===== src/rtl/l2arb_pkg.sv =====
// Shared types and constants for the L2 refill arbiter.
// L2ARB_RR_EN (see rr_arb2) selects round-robin versus fixed-priority grant.
package l2arb_pkg;
  localparam int LINE_WORDS = 8;
  localparam int WORD_W     = 32;
  localparam int ADDR_W     = 64;
  localparam int OFFSET_W   = 5;
  localparam int CNT_W      = $clog2(LINE_WORDS);
  localparam int NUM_REQ    = 2;

  typedef logic [LINE_WORDS-1:0][WORD_W-1:0] line_t;

  typedef enum logic [1:0] {IDLE, AR, R, RESP} state_e;
  typedef enum logic {REQ_I = 1'b0, REQ_D = 1'b1} req_id_e;

  typedef struct packed {
    logic              pend;
    logic [ADDR_W-1:0] addr;
  } req_slot_t;

  function automatic logic [ADDR_W-1:0] line_align(input logic [ADDR_W-1:0] a);
    return {a[ADDR_W-1:OFFSET_W], {OFFSET_W{1'b0}}};
  endfunction
endpackage


===== src/rtl/rr_arb2.sv =====
// Two-requester grant select. L2ARB_RR_EN: round-robin with a last-grant register;
// otherwise fixed priority with the dcache winning ties.
module rr_arb2
  import l2arb_pkg::*;
(
  input  logic       clk,
  input  logic       rst_n,
  input  logic [1:0] i_req,
  input  logic       i_take,
  output req_id_e    o_gnt_id
);
`ifdef L2ARB_RR_EN
  req_id_e r_last;

  always_comb begin
    o_gnt_id = REQ_I;
    if (&i_req)            o_gnt_id = (r_last == REQ_D) ? REQ_I : REQ_D;
    else if (i_req[REQ_D]) o_gnt_id = REQ_D;
  end

  // Pointer only moves on contested grants, so a lone request never steals the next tie.
  always_ff @(posedge clk or negedge rst_n) begin
    if (!rst_n)                   r_last <= REQ_D;
    else if (i_take && (&i_req))  r_last <= o_gnt_id;
  end
`else
  logic w_unused;
  assign w_unused = clk ^ rst_n ^ i_take ^ i_req[REQ_I];
  assign o_gnt_id = i_req[REQ_D] ? REQ_D : REQ_I;
`endif
endmodule


===== src/rtl/l2_refill_arb.sv =====
// Shares one L2 read port between icache and dcache refills: latch, arbitrate,
// issue an 8-beat burst, assemble the line and pulse rask to the owner.
module l2_refill_arb
  import l2arb_pkg::*;
(
  input  logic              clk,
  input  logic              rst_n,
  input  logic              icache_l2_rreq,
  input  logic [ADDR_W-1:0] icache_l2_raddr,
  output line_t             l2_icache_rdata,
  output logic              l2_icache_rask,
  input  logic              dcache_l2_rreq,
  input  logic [ADDR_W-1:0] dcache_l2_raddr,
  output line_t             l2_dcache_rdata,
  output logic              l2_dcache_rask,
  output logic              mem_arvalid,
  output logic [ADDR_W-1:0] mem_araddr,
  output logic [7:0]        mem_arlen,
  input  logic              mem_arready,
  input  logic              mem_rvalid,
  input  logic [WORD_W-1:0] mem_rdata,
  input  logic              mem_rlast,
  output logic              mem_rready,
  output logic              arb_err
);
  state_e                          r_state;
  req_id_e                         r_owner;
  req_id_e                         w_gnt_id;
  logic [NUM_REQ-1:0]              w_pulse, w_acc, w_clr, w_cand, r_rask;
  logic [NUM_REQ-1:0][ADDR_W-1:0]  w_raddr, w_cand_addr;
  line_t                           r_line;
  logic [CNT_W-1:0]                r_cnt;
  logic                            r_arvalid, r_rready, r_err;
  logic [ADDR_W-1:0]               r_araddr;
  logic                            w_grant_ok, w_beat, w_last;

  assign w_pulse = {dcache_l2_rreq, icache_l2_rreq};
  assign w_raddr = {dcache_l2_raddr, icache_l2_raddr};

  for (genvar g = 0; g < NUM_REQ; g++) begin : g_req
    req_slot_t r_slot;
    logic      w_own;

    assign w_own          = (r_owner == req_id_e'(g));
    assign w_acc[g]       = w_pulse[g] & ~r_slot.pend;
    assign w_clr[g]       = (r_state == RESP) & w_own;
    // A fresh pulse is grantable in the same cycle it arrives.
    assign w_cand[g]      = (r_slot.pend & ~w_clr[g]) | w_acc[g];
    assign w_cand_addr[g] = r_slot.pend ? r_slot.addr : w_raddr[g];

    always_ff @(posedge clk or negedge rst_n) begin
      if (!rst_n) begin
        r_slot <= '0;
      end else if (w_acc[g]) begin
        r_slot.pend <= 1'b1;
        r_slot.addr <= w_raddr[g];
      end else if (w_clr[g]) begin
        r_slot.pend <= 1'b0;
      end
    end
  end

  // RESP doubles as an idle slot so the next burst's arvalid follows rask directly.
  assign w_grant_ok = ((r_state == IDLE) || (r_state == RESP)) && (|w_cand);
  assign w_beat     = r_rready & mem_rvalid;
  assign w_last     = (r_cnt == CNT_W'(LINE_WORDS-1));

  rr_arb2 u_arb (
    .clk      (clk),
    .rst_n    (rst_n),
    .i_req    (w_cand),
    .i_take   (w_grant_ok),
    .o_gnt_id (w_gnt_id)
  );

  always_ff @(posedge clk or negedge rst_n) begin
    if (!rst_n) begin
      r_state   <= IDLE;
      r_owner   <= REQ_I;
      r_arvalid <= 1'b0;
      r_araddr  <= '0;
      r_rready  <= 1'b0;
      r_rask    <= '0;
      r_cnt     <= '0;
    end else begin
      r_rask <= '0;
      unique case (r_state)
        IDLE, RESP: begin
          if (w_grant_ok) begin
            r_state   <= AR;
            r_owner   <= w_gnt_id;
            r_arvalid <= 1'b1;
            r_araddr  <= line_align(w_cand_addr[w_gnt_id]);
          end else begin
            r_state <= IDLE;
          end
        end
        AR: begin
          if (mem_arready) begin
            r_state   <= R;
            r_arvalid <= 1'b0;
            r_rready  <= 1'b1;
            r_cnt     <= '0;
          end
        end
        R: begin
          if (mem_rvalid) begin
            r_cnt <= r_cnt + CNT_W'(1);
            // Completion follows the beat count; rlast is only cross-checked.
            if (w_last) begin
              r_state         <= RESP;
              r_rready        <= 1'b0;
              r_rask[r_owner] <= 1'b1;
            end
          end
        end
        default: r_state <= IDLE;
      endcase
    end
  end

  always_ff @(posedge clk or negedge rst_n) begin
    if (!rst_n) begin
      r_line <= '0;
      r_err  <= 1'b0;
    end else if (w_beat) begin
      r_line[r_cnt] <= mem_rdata;
      if (mem_rlast != w_last) r_err <= 1'b1;
    end
  end

  assign mem_arvalid     = r_arvalid;
  assign mem_araddr      = r_araddr;
  assign mem_arlen       = 8'(LINE_WORDS-1);
  assign mem_rready      = r_rready;
  assign l2_icache_rask  = r_rask[REQ_I];
  assign l2_dcache_rask  = r_rask[REQ_D];
  assign l2_icache_rdata = r_line;
  assign l2_dcache_rdata = r_line;
  assign arb_err         = r_err;
endmodule

===== config.mk =====
export PLATFORM = sky130hd
export DESIGN_NAME = l2_refill_arb
export DESIGN_NICKNAME = d
export VERILOG_FILES = /design/src/rtl/l2arb_pkg.sv /design/src/rtl/rr_arb2.sv /design/src/rtl/l2_refill_arb.sv
export SDC_FILE = /design/constraint.sdc
export NUM_CORES = 1
export LEC_CHECK = 0
export ABC_CLOCK_PERIOD_IN_PS = 1600
export CAP_MARGIN = 20
export CORE_AREA = 2 2 296 298
export CTS_CLUSTER_SIZE = 8
export DETAILED_ROUTE_END_ITERATION = 7
export DIE_AREA = 0 0 298 300
export PLACE_DENSITY = 0.61
export SYNTH_ARGS = -nofsm -noshare
export SYNTH_HDL_FRONTEND = slang
export SYNTH_SLANG_ARGS = --single-unit

===== constraint.sdc =====
create_clock -name clk -period 1.6 [get_ports clk]
set_input_delay 0.24 -clock clk [delete_from_list [all_inputs] [get_ports clk]]
set_output_delay 0.24 -clock clk [all_outputs]
set_load 0.01 [all_outputs]

Word level (Yosys, flattened, before mapping)
Cells that the tools add are included.
{ "word_totals": {"regBits": 456, "input_bits": 167, "out_inout_bits": 589} }
{ "op_classes": {"addsub": 1, "magnitude_cmp": 5, "n_eq_ne": 9, "n_mux": 32, "bitwise_logic": 14, "n_reduce_logical": 17} }
{ "op_table": {"columns": ["op", "n"], "rows": [
  ["256-bit bitwise mux", 1],
  ["64-bit 2-to-1 mux", 4],
  ["32-bit demux with 3-bit select", 1],
  ["32-bit 2-to-1 mux", 1],
  ["1-bit 2-to-1 mux", 12],
  ["2-bit 2-to-1 mux", 6],
  ["3-bit AND reduction", 3],
  ["2-bit nonzero test", 4],
  ["1-bit bitwise AND", 7],
  ["3-bit 2-to-1 mux", 2],
  ["2-bit inequality test (second input constant)", 3],
  ["2-bit one-hot mux with 3 select lines", 1],
  ["3-bit one-hot mux with 2 select lines", 1],
  ["1-bit inverter", 5],
  ["2-bit == test (second input constant)", 2],
  ["1-bit by 2-bit less-than comparator with 1-bit output (second input constant)", 2],
  ["3-bit by 4-bit less-than comparator with 1-bit output (second input constant)", 1],
  ["1-bit one-hot mux with 2 select lines", 2],
  ["2-bit AND reduction", 2],
  ["4-bit AND reduction", 1],
  ["2-bit OR reduction", 2],
  ["3-bit by 1-bit adder with 3-bit output (second input constant)", 1],
  ["3-bit == test (second input constant)", 1],
  ["3-bit by 1-bit >= comparator with 1-bit output (second input constant)", 1],
  ["9 further kinds", 12]
]} }

Depth between registers and ports, before layout
Gate-level depths: netlist of the first run.
{ "logic_depth": {"ltp_word": 9, "ltp_mapped": 7} }

By module
A second synthesis of the first run with hierarchy kept.
{ "unflattened": {"cells_unflattened": 1540, "area_unflattened_um2": 20907.6} }
{ "by_module_without_submodules": {"columns": ["module", "instances", "cells_each", "area_each_um2", "seq_area_each_um2"], "rows": [
  ["l2_refill_arb", 1, 1539, 20900.0, 11160.7],
  ["rr_arb2", 1, 1, 7.5, 0.0]
]} }

Least setup slack after synthesis of the first run
No wires, ideal clock.
{ "synth_path": {"path_kind": "reg-to-reg", "start": "register r_cnt[2]", "end": "register r_line, in the netlist l2_dcache_rdata[10]", "setup_ns": 0.125, "arrival_ns": 1.506, "required_time_ns": 1.475, "path_slack_ns": -0.031, "stages_incl_launch_ff": 7, "n_path_buf": 2, "path_cell_list": "dfrtp_1 -> inv_1 -> nand3_2 -> or3_1 -> buf_2 -> buf_6 -> mux2_4"} }
{ "synth_via": {"elab_chain_cells": 5} }
{ "synth_lines": {"columns": ["item", "line", "text"], "rows": [
  ["from (decl)", "l2_refill_arb.sv:32", "logic [CNT_W-1:0] r_cnt;"],
  ["from (signal assigned)", "l2_refill_arb.sv:108", "r_cnt <= r_cnt + CNT_W'(1);"],
  ["3-bit by 4-bit less-than comparator with 1-bit output (implied by the code) / 3-bit by 1-bit >= comparator with 1-bit output (equally long branches)", "l2_refill_arb.sv:127", "r_line[r_cnt] <= mem_rdata;"],
  ["1-bit logical AND (implied by the code)", "l2_refill_arb.sv:127", null],
  ["32-bit 2-to-1 mux (implied by the code)", "l2_refill_arb.sv:127", null],
  ["32-bit demux with 3-bit select *", "l2_refill_arb.sv:127", null],
  ["256-bit bitwise mux *", "l2_refill_arb.sv:127", null],
  ["to (signal, indexed assignment)", "l2_refill_arb.sv:127", null],
  ["to (decl)", "l2_refill_arb.sv:31", "line_t r_line;"]
]} }
Every way passes the cells marked *; elsewhere a longest branch is shown, timed or not.
A chain may end at the register's enable or synchronous reset.

Worst setup path in the final report of the first run
{ "layout_path": {"start": "register r_state[0]", "end": "register r_araddr[40], in the netlist mem_araddr[40]"} }
{ "layout_via": {"elab_chain_cells": 8} }
{ "layout_lines": {"columns": ["item", "line", "text"], "rows": [
  ["from (decl)", "l2_refill_arb.sv:26", "state_e r_state;"],
  ["from (signal assigned)", "l2_refill_arb.sv:78", "r_state <= IDLE;"],
  ["from (signal assigned)", "l2_refill_arb.sv:90", "r_state <= AR;"],
  ["from (signal assigned)", "l2_refill_arb.sv:95", "r_state <= IDLE;"],
  ["2-bit == test", "l2_refill_arb.sv:46, l2_refill_arb.sv:64, l2_refill_arb.sv:87", null],
  ["1-bit bitwise AND", "l2_refill_arb.sv:46", "assign w_clr[g] = (r_state == RESP) & w_own;"],
  ["1-bit inverter", "l2_refill_arb.sv:48", "assign w_cand[g] = (r_slot.pend & ~w_clr[g]) | w_acc[g];"],
  ["1-bit bitwise AND", "l2_refill_arb.sv:48", null],
  ["1-bit bitwise OR", "l2_refill_arb.sv:48", null],
  ["1-bit 2-to-1 mux / 2-bit OR reduction (equally long branches)", "rr_arb2.sv:29, l2_refill_arb.sv:64", null],
  ["64-bit 2-to-1 mux (implied by the code) / 1-bit logical AND (equally long branches)", "l2_refill_arb.sv:93, l2_refill_arb.sv:64", null],
  ["64-bit 2-to-1 mux (implied by the code) / 2-bit AND reduction (equally long branches)", null, null],
  ["to (signal assigned)", "l2_refill_arb.sv:93", "r_araddr <= line_align(w_cand_addr[w_gnt_id]);"],
  ["to (decl)", "l2_refill_arb.sv:34", "logic [ADDR_W-1:0] r_araddr;"]
]} }
Parallel ways exist; a longest one is shown, timed or not. The select of a mux whose other input is x is not followed.

==> results of run 1 <==
-- synth_stat cells --
master,number,area share [%]
mux2_2,308,17
a22o_1,4,0.17
clkbuf_1,40,0.73
ha_1,6,0.36
nand4_1,1,0.030
nand2_1,8,0.15
buf_6,6,0.33
a21oi_1,1,0.024
a21o_1,1,0.036
nand2b_1,63,1.9
buf_2,41,1.0
conb_1,2,0.036
a31o_2,1,0.043
clkinv_1,1,0.018
and4b_1,1,0.049
dfrtp_1,446,54
o21ai_1,3,0.073
nor2_1,12,0.22
nand3_2,1,0.049
mux2_1,7,0.38
buf_1,3,0.055
a211o_1,1,0.043
inv_1,65,1.2
mux2_4,60,4.4
xor2_1,1,0.043
o21ai_0,6,0.15
nor2b_1,1,0.030
or3_1,3,0.091
buf_4,271,9.9
and3b_1,1,0.043
o211ai_1,59,2.2
o221ai_1,60,2.6
a32oi_1,59,2.5
nand3_4,1,0.085
nand3_1,5,0.12
-- final timing paths --
path,start,to,slack (ps),depth (start not counted)
setup / recovery,r_state[0]$_DFFE_PN0P_,mem_araddr[40]$_DFFE_PN0P_,-270,8
hold / removal,rst_n,g_req[0].r_slot[36]$_DFFE_PN0P_,120,2
setup reg to reg,r_state[0]$_DFFE_PN0P_,mem_araddr[40]$_DFFE_PN0P_,-270,8
hold reg to reg,arb_err$_DFFE_PN0P_,arb_err$_DFFE_PN0P_,490,1
max in group asynchronous,rst_n,l2_dcache_rdata[131]$_DFFE_PN0P_,640,3
min in group clk,icache_l2_raddr[40],g_req[0].r_slot[40]$_DFFE_PN0P_,300,2
-- sequential cells by signal, summed over array words and instances, names as in the netlist --
| signal | cells |
|---|---|
| g_req.r_slot | 120 |
| r_state | 2 |
| r_rask | 2 |
| mem_arvalid | 1 |
| arb_err | 1 |
| mem_araddr | 59 |
| r_cnt | 3 |
| g_req.w_own | 1 |
| l2_dcache_rdata | 256 |
| mem_rready | 1 |
-- power by group --
part | leakage, nW | switching, mW | internal [mW]
clock network | 0.886 | 5.08 | 7.64
logic | 9.49 | 16.6 | 19.7
registers | 5.53 | 3.86 | 16.3
-- worst reg2reg max path: cells and delay by family, from the launching register on --
| kind | cells | cell delay, ps |
|---|---|---|
| compound gates | 2 | 360 |
| fa+ha+maj | 1 | 190 |
| buf+inv | 3 | 450 |
| simple gates | 2 | 380 |
| flops | 1 | 410 |
-- repair_timing --
item,4_1_cts,5_1_grt
gates cloned,20,27
pin swaps,58,58
endpoints found under the setup margin,848,354
hold endpoints to repair,281,0
hold buffers,1,0
resized for setup,882,273
buffers inserted,42,29
-- area by class of cell --
cell class,instances,share of cell area (%)
Sequential cell,446,34.0
Multi-Input combinational cell,687,24.7
Clock buffer,70,5.16
Antenna cell,6,0.0456
Tap cell,1155,4.39
Clock inverter,7,0.308
Timing Repair Buffer,958,30.6
Inverter,66,0.776
-- cell families (layout without fill, tap and decap cells) --
| logic type | after synthesis | in the layout | share of synthesized area [%] |
|---|---|---|---|
| AOI/OAI and AO/OA | 195 | 195 | 7.75 |
| xor gates and xnor gates | 1 | 1 | 0.0426 |
| adders and majority gates | 6 | 6 | 0.365 |
| buffers and inverters | 427 | 1101 | 13.2 |
| DFF | 446 | 446 | 54.2 |
| muxes | 375 | 375 | 21.6 |
| other | 2 | 19 | 0.0365 |
| and+or+nand+nor | 97 | 97 | 2.78 |
-- per-layer routing --
metal  vias up  GRT usage [%]
li1       6574              -
met1      7986           19.4
met2       639           31.1
met3       124           4.56
met4         0           5.37
met5         -              0
-- per-stage QoR --
stage                     utilization (%)  std cells  setup TNS (ps)
after CTS                            36.0       3337          -24780
after detailed placement             32.8       3199         -133040
after global placement               32.8       3199         -118610
after global routing                 38.2       3392          -50900
final                                38.2       3395          -33190
after floorplan                         -       1560            -913
==> metrics.md, run 1 <==
| Metric | Value |
|---|---|
| Die Ht | `around 300 um` |
| Clock Sinks | `approximately 450` |
| Average size of a mapped cell | `~13 um^2` |
| Distinct cells, synth | `35` |
| Final WL | `87,900 um` |
| Unrepaired setup endpoints after global routing | `yes` |
| Top delay family on crit path | `buffers and inverters` |
| Lkg Pwr | `15.9 nW` |
| Arr. time, crit path | `between 2000 and 2500 ps` |
| Largest vdd supply drop | `1.10 mV` |
| GP Congestion | `about 0.84` |
| Yosys warns | `0` |
| DP Wirelength | `between 50,000 and 60,000 um` |
| Worst-case clock skew | `27.0 ps` |
| Final nets | `approximately 2,400` |
| Fillers | `approximately 8,300` |
| Root buffer selected by CTS | `clkbuf_16` |
| Footprint of the multi-input gates | `just over 8000 um^2` |
| Remaining Overflow, GRT | `0` |
| Worst skew pair latency | `just under 600 ps` |
| Core Rows | `~110` |
| Worst setup path class | `flip-flop to flip-flop` |
| Max-Cap Viols | `0` |
| WP data required | `2090 ps` |
| CTS tree | `built` |
| Initial antenna violation count | `10` |
| Cell area after synthesis | `slightly above 20,000 um^2` |
| Dpl ws | `-491 ps` |
| Die area | `approximately 89,000 um^2` |
| First-pass GRT wire length | `~110,000 um` |
| Most frequent cells in the layout | `dlygate4sd2_1, dfrtp_1, mux2_4` |
| Drc violations | `0` |
| Critical Path Fanout Max | `8` |
| Maximum number of pins on one net before global-route repair | `between 80 and 90` |
| Failing checks | `negative setup slack` |
| Via density per instance | `roughly 4.5` |
| Antenna viol nets, final | `0` |
| DR WL/cell | `25.9 um` |
| Yosys reg bits | `446` |
| Max Clk Rate | `around 0.53 GHz` |
| Most used cell, CP | `buf_12` |
| Total length of routed met3 wires | `roughly 6000 um` |
| Routed wl met2 | `45,900 um` |
| Initial Utilization | `approximately a quarter` |
| Final instance area | `between 30,000 and 40,000 um^2` |
| Hold WC Path Type | `input port to async pin` |
| Crit start category | `flip-flop` |
| Worst Setup Slack, final | `-269 ps` |
| WHS | `roughly 120 ps` |
| Vias | `15,323` |
| Total iterations of the first detailed-routing run | `5` |
| Syn-to-layout area delta | `59.9%` |
| CTS Buf Count | `66` |
| Share of layout cells above drive strength 1 | `37.9%` |
| Top-level port count | `about 760` |
| CP endpoint kind | `flip-flop` |
| Max layer used | `met4` |
| Final setup fails | `approximately 300` |
| Critical path's largest stage delay | `410 ps` |
| Total track usage | `17.1%` |
| Core ar. | `between 80,000 and 90,000 um^2` |
| Number of global-route vias before repair | `15,952` |
| Power Total | `between 60 and 70 mW` |
| Crit-path slowest cell | `dfrtp_1` |
| Met1 WL | `around 34,000 um` |
| H-Tree Depth | `3` |
| Most common cell after layout, fill and taps aside | `dlygate4sd2_1` |
| CP cell instances | `ha_4 > and3b_2 > o21ai_4 > nand3_4 > buf_12 > buf_12 > buf_16 > a32oi_1` |
| Die X | `298 um` |
| Placed cell area | `approximately 28,000 um^2` |
| Hold Fails Final Rpt | `0` |
| CTS clk-pin slew, worst paths | `50 ps` |
| Register area share after synthesis | `~54%` |
| Mapped Cells | `between 1,500 and 2,000` |
| Final period utilization | `117%` |
| DRC marker count from the first detailed-route iteration | `approximately 810` |
| Cell Pwr Density | `~2100 nW/um^2` |
| Max Transition Viols Final | `0` |
| CP bufs+invs | `3` |
| Number of I/O port buffers | `around 730` |
| Max clock buf depth | `3` |
| Register area | `around 11,000 um^2` |
| Final Critical Period | `between 1500 and 2000 ps` |
| Outcome | `finished with violations` |
Note: power is estimated with default switching activity, not from simulation.
==> run 2: changes to the inputs <==
Settings changed: CORE_AREA 2 2 296 298 to 2 2 291 293, DIE_AREA 0 0 298 300 to 0 0 293 295, DONT_BUFFER_PORTS set to 1, PLACE_DENSITY 0.61 to 0.5.
==> run 2 against run 1 <==
  * The flow finishes with violations (negative hold slack, max-slew violations, negative setup slack)
  * Non-clock buffer count down 667
  * Wire length down 14%
  * Sequential power up 20%
  * Largest power group is now sequential cells
==> metrics.md, run 2 (synthesis gave the netlist of run 1 again) <==
| Metric | Value |
|---|---|
| Outcome | `finished with violations` |
| Failing checks | `negative hold slack, max-slew violations, negative setup slack` |
| Via density per instance | `4.83 (+7.0%)` |
| DR WL/cell | `28.6 um (+10%)` |
| Initial Utilization | `24.8% (+0.88 points)` |
| Die Ht | `295 um (-1.7%)` |
| CP endpoint kind | `flip-flop` |
| Die X | `293 um (-1.7%)` |
| Hold WC Path Type | `input port to async pin` |
| GP Congestion | `0.797 (-4.7%)` |
| Root buffer selected by CTS | `clkbuf_16` |
| Placed Cells | `2,362 (-26%)` |
| H-Tree Depth | `3 (unchanged)` |
| Max clock buf depth | `3 (unchanged)` |
| Worst-case clock skew | `33.4 ps (+6.41 ps)` |
| Final period utilization | `109% (-8.1 points)` |
| Worst setup path class | `flip-flop to flip-flop` |
| DRC marker count from the first detailed-route iteration | `564 (-31%)` |
| Final Non-Filler Cells | `2,655 (-22%)` |
| Dpl ws | `-196 ps (+296 ps)` |
| Maximum number of pins on one net before global-route repair | `447 (+410%)` |
| Core Rows | `106 (-1.9%)` |
| Final Critical Period | `1740 ps (-129 ps)` |
| Crit start category | `flip-flop` |
| Number of global-route vias before repair | `13,444 (-16%)` |
| Final setup fails | `195 (-35%)` |
| WHS | `-655 ps (-779 ps)` |
| Core Util, Final | `31.5% (-6.7 points)` |
| Clock Sinks | `446 (unchanged)` |
| Die area | `86,400 um^2 (-3.3%)` |
| Arr. time, crit path | `2220 ps (-140 ps)` |
| Power Total | `57.2 mW (-17%)` |
| Critical Path Fanout Max | `9 (+1)` |
| Cell Pwr Density | `2180 nW/um^2 (+4.0%)` |
| Antenna viol nets, final | `0 (unchanged)` |
| Initial antenna violation count | `5 (-5)` |
| Worst-Margin Slew | `around 2100 ps` |
| Final WL | `75,900 um (-14%)` |
| CTS clk-pin slew, worst paths | `50 ps (about the same)` |
| Core ar. | `83,200 um^2 (-3.5%)` |
| First-pass GRT wire length | `97,500 um (-14%)` |
| Max Transition Viols Final | `176 (+176)` |
| Top-level port count | `756 (unchanged)` |
| Lkg Pwr | `11.6 nW (-27%)` |
| Most frequent cells in the layout | `dfrtp_1, mux2_4, dlygate4sd3_1` |
| Fillers | `8,158 (-2.2%)` |
| Footprint of the multi-input gates | `7830 um^2 (-3.8%)` |
| Drc violations | `0 (unchanged)` |
| CTS tree | `built` |
| WP data required | `2080 ps (about the same)` |
| Vias | `12,827 (-16%)` |
| Max-Cap Viols | `0 (unchanged)` |
| Worst Setup Slack, final | `-140 ps (+129 ps)` |
| Flip-flop count of the largest register after layout | `256 (unchanged)` |
| CTS Buf Count | `67 (+1.5%)` |
| Remaining Overflow, GRT | `0 (unchanged)` |
| Total iterations of the first detailed-routing run | `5 (unchanged)` |
| Most common cell after layout, fill and taps aside | `dfrtp_1` |
| Worst R2R Setup Slack | `-140 ps (+130 ps)` |
| Total track usage | `15.3% (-1.8 points)` |
| Unrepaired setup endpoints after global routing | `yes` |
| Final nets | `1,732 (-28%)` |
| Syn-to-layout area delta | `27.3%` |
| Share of layout cells above drive strength 1 | `41.5% (+3.6 points)` |
| DP Wirelength | `45,700 um (-17%)` |
| Register area | `11,200 um^2 (-0.21%)` |
| Number of I/O port buffers | `0 (-100%)` |
| Max Clk Rate | `0.575 GHz (+7.4%)` |
| Worst skew pair latency | `600 ps (about the same)` |
| Hold Fails Final Rpt | `446 (+446)` |
| Worst relative slew slack | `-38.5%` |
| Largest vdd supply drop | `1.04 mV (-6.1%)` |
==> run 2: cell count changes in the layout (fill, tap and decap cells not counted), sizes merged, moves of 4 or more <==
cell and delta:
dlygate4sd2 -482, clkdlybuf4s50 -155, dlygate4sd3 +154, buf -114, clkdlybuf4s15 -65, diode -4
==> run 2: metrics by stage <==
step                      TNS (ps)  instance area (um^2)
after floorplan               -913                 20600
after global placement       -8890                 20500
after detailed placement    -15540                 20500
after CTS                    -7290                 24600
after global routing        -25110                 26200
final                        -7900                 26200
==> run 2: final cells by class <==
cell class	instances	area share, %
repair buffers	291	14.2
clock buffers	76	6.76
inverters	66	0.955
well taps	1080	5.16
flip-flops and latches	446	42.6
multi-input cells	687	29.9
clock inverters	7	0.387
diodes	2	0.0191
==> run 2: path summary, 6_finish.rpt <==
kind,depth (start not counted),to,start
hold / removal,0,g_req[0].r_slot[47]$_DFFE_PN0P_,rst_n
min in group clk,4,r_cnt[2]$_DFFE_PN0P_,mem_arready
setup reg to reg,7,mem_araddr[58]$_DFFE_PN0P_,r_state[1]$_DFFE_PN0P_
setup / recovery,7,mem_araddr[58]$_DFFE_PN0P_,r_state[1]$_DFFE_PN0P_
max in group asynchronous,0,l2_dcache_rdata[90]$_DFFE_PN0P_,rst_n
hold reg to reg,1,g_req[1].r_slot[61]$_DFFE_PN0P_,g_req[1].r_slot[61]$_DFFE_PN0P_
==> run 2: worst max-delay path, cell delays in order (launching register included) <==
cell	delay (ps)
dfrtp_1	400
ha_4	190
and3b_2	220
o21ai_4	190
nand3_4	150
buf_12	170
buf_12	140
a32oi_1	150
==> run 2: where the power goes <==
part	total [mW]	leakage, nW	internal [mW]	switching (mW)
logic	20.1	5.10	11.3	8.79
registers	24.2	5.56	16.2	8.07
clock network	12.9	0.919	7.90	5.01
==> run 2: metal layers <==
layer  routed length [um]  GRT usage [%]  share of wire [%]  up-vias
met4                 3160           6.60                4.2        0
li1                     -              -                  -     5225
met2                38200           26.4                 50      659
met1                28600           16.9                 38     6797
met5                    0              0                  0        -
met3                 5970           5.53                7.9      146
==> run 2: repair_timing <==
action | in CTS | in global routing
resized for setup | 71 | 236
gates cloned | 8 | 23
setup endpoints to repair | 315 | 336
pin swaps | 29 | 26
hold buffers | 154 | 1
buffers inserted | 12 | 12
hold endpoints to repair | 890 | 448
==> run 3: changes to the inputs <==
Settings changed: CELL_PAD_IN_SITES_DETAIL_PLACEMENT set to 1, CELL_PAD_IN_SITES_GLOBAL_PLACEMENT set to 2, CORE_AREA 2 2 291 293 to 2 2 294 296, CTS_CLUSTER_SIZE 8 to unset, DIE_AREA 0 0 293 295 to 0 0 296 298, PLACE_DENSITY 0.5 to 0.65.
==> run 3 against run 2 <==
  * Critical path depth is the same
  * Design area is 0.54% lower
  * Combinational power is 6% higher
  * Wire length rose by 2.8%
  * Worst hold slack got worse by 3.8 ps
  * Sequential cell count unchanged
  * Via count fell by 0.60%
  * Clock skew shrank 17 ps
  * The run still ends with negative hold slack, max-slew violations, negative setup slack left
  * Power rose by 0.56%
  * Worst setup slack got worse by 28 ps
==> metrics.md, run 3 (synthesis gave the netlist of run 1 again) <==
| Metric | Value |
|---|---|
| Total track usage | `16.2% (+0.92 points)` |
| Worst-Margin Slew | `2430 ps (+348 ps)` |
| Final Critical Period | `1770 ps (+28.2 ps)` |
| Syn-to-layout area delta | `26.6%` |
| Placed Cells | `2,417 (+2.3%)` |
| Maximum number of pins on one net before global-route repair | `447 (unchanged)` |
| First-pass GRT wire length | `104,000 um (+7.1%)` |
| Final Non-Filler Cells | `2,720 (+2.4%)` |
| GP Congestion | `0.784 (-1.6%)` |
| Root buffer selected by CTS | `clkbuf_16` |
| CTS Buf Count | `50 (-25%)` |
| Final period utilization | `111% (+1.8 points)` |
| Top-level port count | `756 (unchanged)` |
| Core Rows | `107 (+0.94%)` |
| Lkg Pwr | `11.5 nW (-1.0%)` |
| Initial antenna violation count | `8 (+3)` |
| Power Total | `57.5 mW (+0.56%)` |
| Most common cell after layout, fill and taps aside | `dfrtp_1` |
| Worst R2R Setup Slack | `-170 ps (-30 ps)` |
| Die area | `88,200 um^2 (+2.1%)` |
| Max Transition Viols Final | `237 (+35%)` |
| Outcome | `finished with violations` |
| DR WL/cell | `28.7 um (+0.30%)` |
| Max clock buf depth | `3 (unchanged)` |
| Hold WC Path Type | `input port to async pin` |
| CTS tree | `built` |
| Worst skew pair latency | `600 ps (about the same)` |
| Via density per instance | `4.69 (-3.0%)` |
| Hold_buf cts | `154 (unchanged)` |
| Final setup fails | `272 (+39%)` |
| Worst Setup Slack, final | `-168 ps (-28.2 ps)` |
| Remaining Overflow, GRT | `0 (unchanged)` |
| TNS Setup | `-16,870 ps (-8970 ps)` |
| Flip-flop count of the largest register after layout | `256 (unchanged)` |
| Drc violations | `0 (unchanged)` |
| CP endpoint kind | `flip-flop` |
| WHS | `-658 ps (-3.79 ps)` |
| Final WL | `78,000 um (+2.8%)` |
| Core ar. | `84,900 um^2 (+2.1%)` |
| DP Wirelength | `46,600 um (+1.9%)` |
| Worst setup path class | `flip-flop to flip-flop` |
| Failing checks | `negative hold slack, max-slew violations, negative setup slack` |
| Number of I/O port buffers | `0 (unchanged)` |
| Worst-case clock skew | `16.8 ps (-16.6 ps)` |
| Crit-path slowest cell | `or3_4` |
| Max-Cap Viols | `0 (unchanged)` |
| Final nets | `1,705 (-1.6%)` |
| Unrepaired setup endpoints after global routing | `yes` |
| Critical path's largest stage delay | `410 ps (about the same)` |
| WP data required | `2040 ps (-40 ps)` |
| Critical Path Fanout Max | `7 (-2)` |
| Clock Sinks | `446 (unchanged)` |
| Final instance area | `26,100 um^2 (-0.54%)` |
| Placed cell area | `20,600 um^2 (+0.12%)` |
| Crit start category | `flip-flop` |
| Initial Utilization | `24.3% (-0.50 points)` |
| Cell Pwr Density | `2210 nW/um^2 (+1.1%)` |
| CP cell instances | `ha_4 > nand3_4 > or3_4 > nand3_4 > buf_12 > buf_12 > a32oi_1` |
| Vias | `12,750 (-0.60%)` |
| Max Clk Rate | `0.565 GHz (-1.6%)` |
| Hold Fails Final Rpt | `446 (unchanged)` |
| Die X | `296 um (+1.0%)` |
| Share of layout cells above drive strength 1 | `41.0% (-0.51 points)` |
| H-Tree Depth | `2 (-1)` |
| Number of global-route vias before repair | `14,001 (+4.1%)` |
| DRC marker count from the first detailed-route iteration | `619 (+9.8%)` |
| Die Ht | `298 um (+1.0%)` |
| CTS clk-pin slew, worst paths | `60 ps (about the same)` |
| Antenna viol nets, final | `0 (unchanged)` |
| Worst relative slew slack | `-61.7% (-23 points)` |
| Total iterations of the first detailed-routing run | `4 (-1)` |
| Largest vdd supply drop | `1.03 mV (-0.61%)` |
| Arr. time, crit path | `2210 ps (about the same)` |
| Most frequent cells in the layout | `dfrtp_1, mux2_4, dlygate4sd3_1` |
run 3: stage by stage:
stage          setup WS (ps)  util [%]
2_1_floorplan          -30.4         -
3_5_place_dp            -179      24.2
6_report                -168      30.7
3_3_place_gp            -136      24.2
4_1_cts                 -130      29.7
5_1_grt                 -224      30.7
run 3: report_power, final:
part	total (mW)	internal [mW]	leakage, nW	switching, mW
clock network	12.3	7.34	0.856	4.93
registers	24.0	16.1	5.56	7.86
logic	21.3	11.8	5.04	9.43
run 3: cell type report:
cell class | instances | area, um^2
antenna | 3 | 7.51
clock buffer | 76 | 1510
clock inverter | 17 | 244
fill | 8998 | 58800
inverter | 66 | 248
multi-input combinational | 687 | 7820
sequential | 446 | 11200
tap | 1144 | 1430
timing repair buffer | 281 | 3630
run 3: critical path, delay by kind of cell (launching register included):
kind,cells,cell delay (ps)
flops,1,400
compound gates,1,60
fa+ha+maj,1,180
buf+inv,2,310
simple gates,3,640
run 3: metal layers:
metal | global-route usage, % | share of wire, % | routed length, um
met1 | 17.9 | 37 | 29100
met2 | 28.9 | 50 | 39300
met3 | 5.36 | 8.5 | 6610
met4 | 5.52 | 3.8 | 2970
met5 | 0 | 0.017 | 13
run 3: path summary, 6_finish.rpt:
check                                           startpoint                         endpoint  cells past startpoint
min in group clk                       icache_l2_raddr[43]       mem_araddr[43]$_DFFE_PN0P_                      2
hold / removal                                       rst_n  g_req[1].r_slot[12]$_DFFE_PN0P_                      0
setup reg to reg                    r_state[0]$_DFFE_PN0P_       mem_araddr[33]$_DFFE_PN0P_                      7
hold reg to reg            g_req[1].r_slot[45]$_DFFE_PN0P_  g_req[1].r_slot[45]$_DFFE_PN0P_                      1
setup / recovery                    r_state[0]$_DFFE_PN0P_       mem_araddr[33]$_DFFE_PN0P_                      7
max in group asynchronous                            rst_n  l2_dcache_rdata[19]$_DFFE_PN0P_                      0
run 3: timing repair:
item / in CTS / in global routing
gates resized for setup: 164 / 134
hold endpoints to repair: 891 / 446
gates cloned: 19 / 11
pin swaps: 37 / 24
buffers inserted: 17 / 10
setup endpoints to repair: 318 / 324
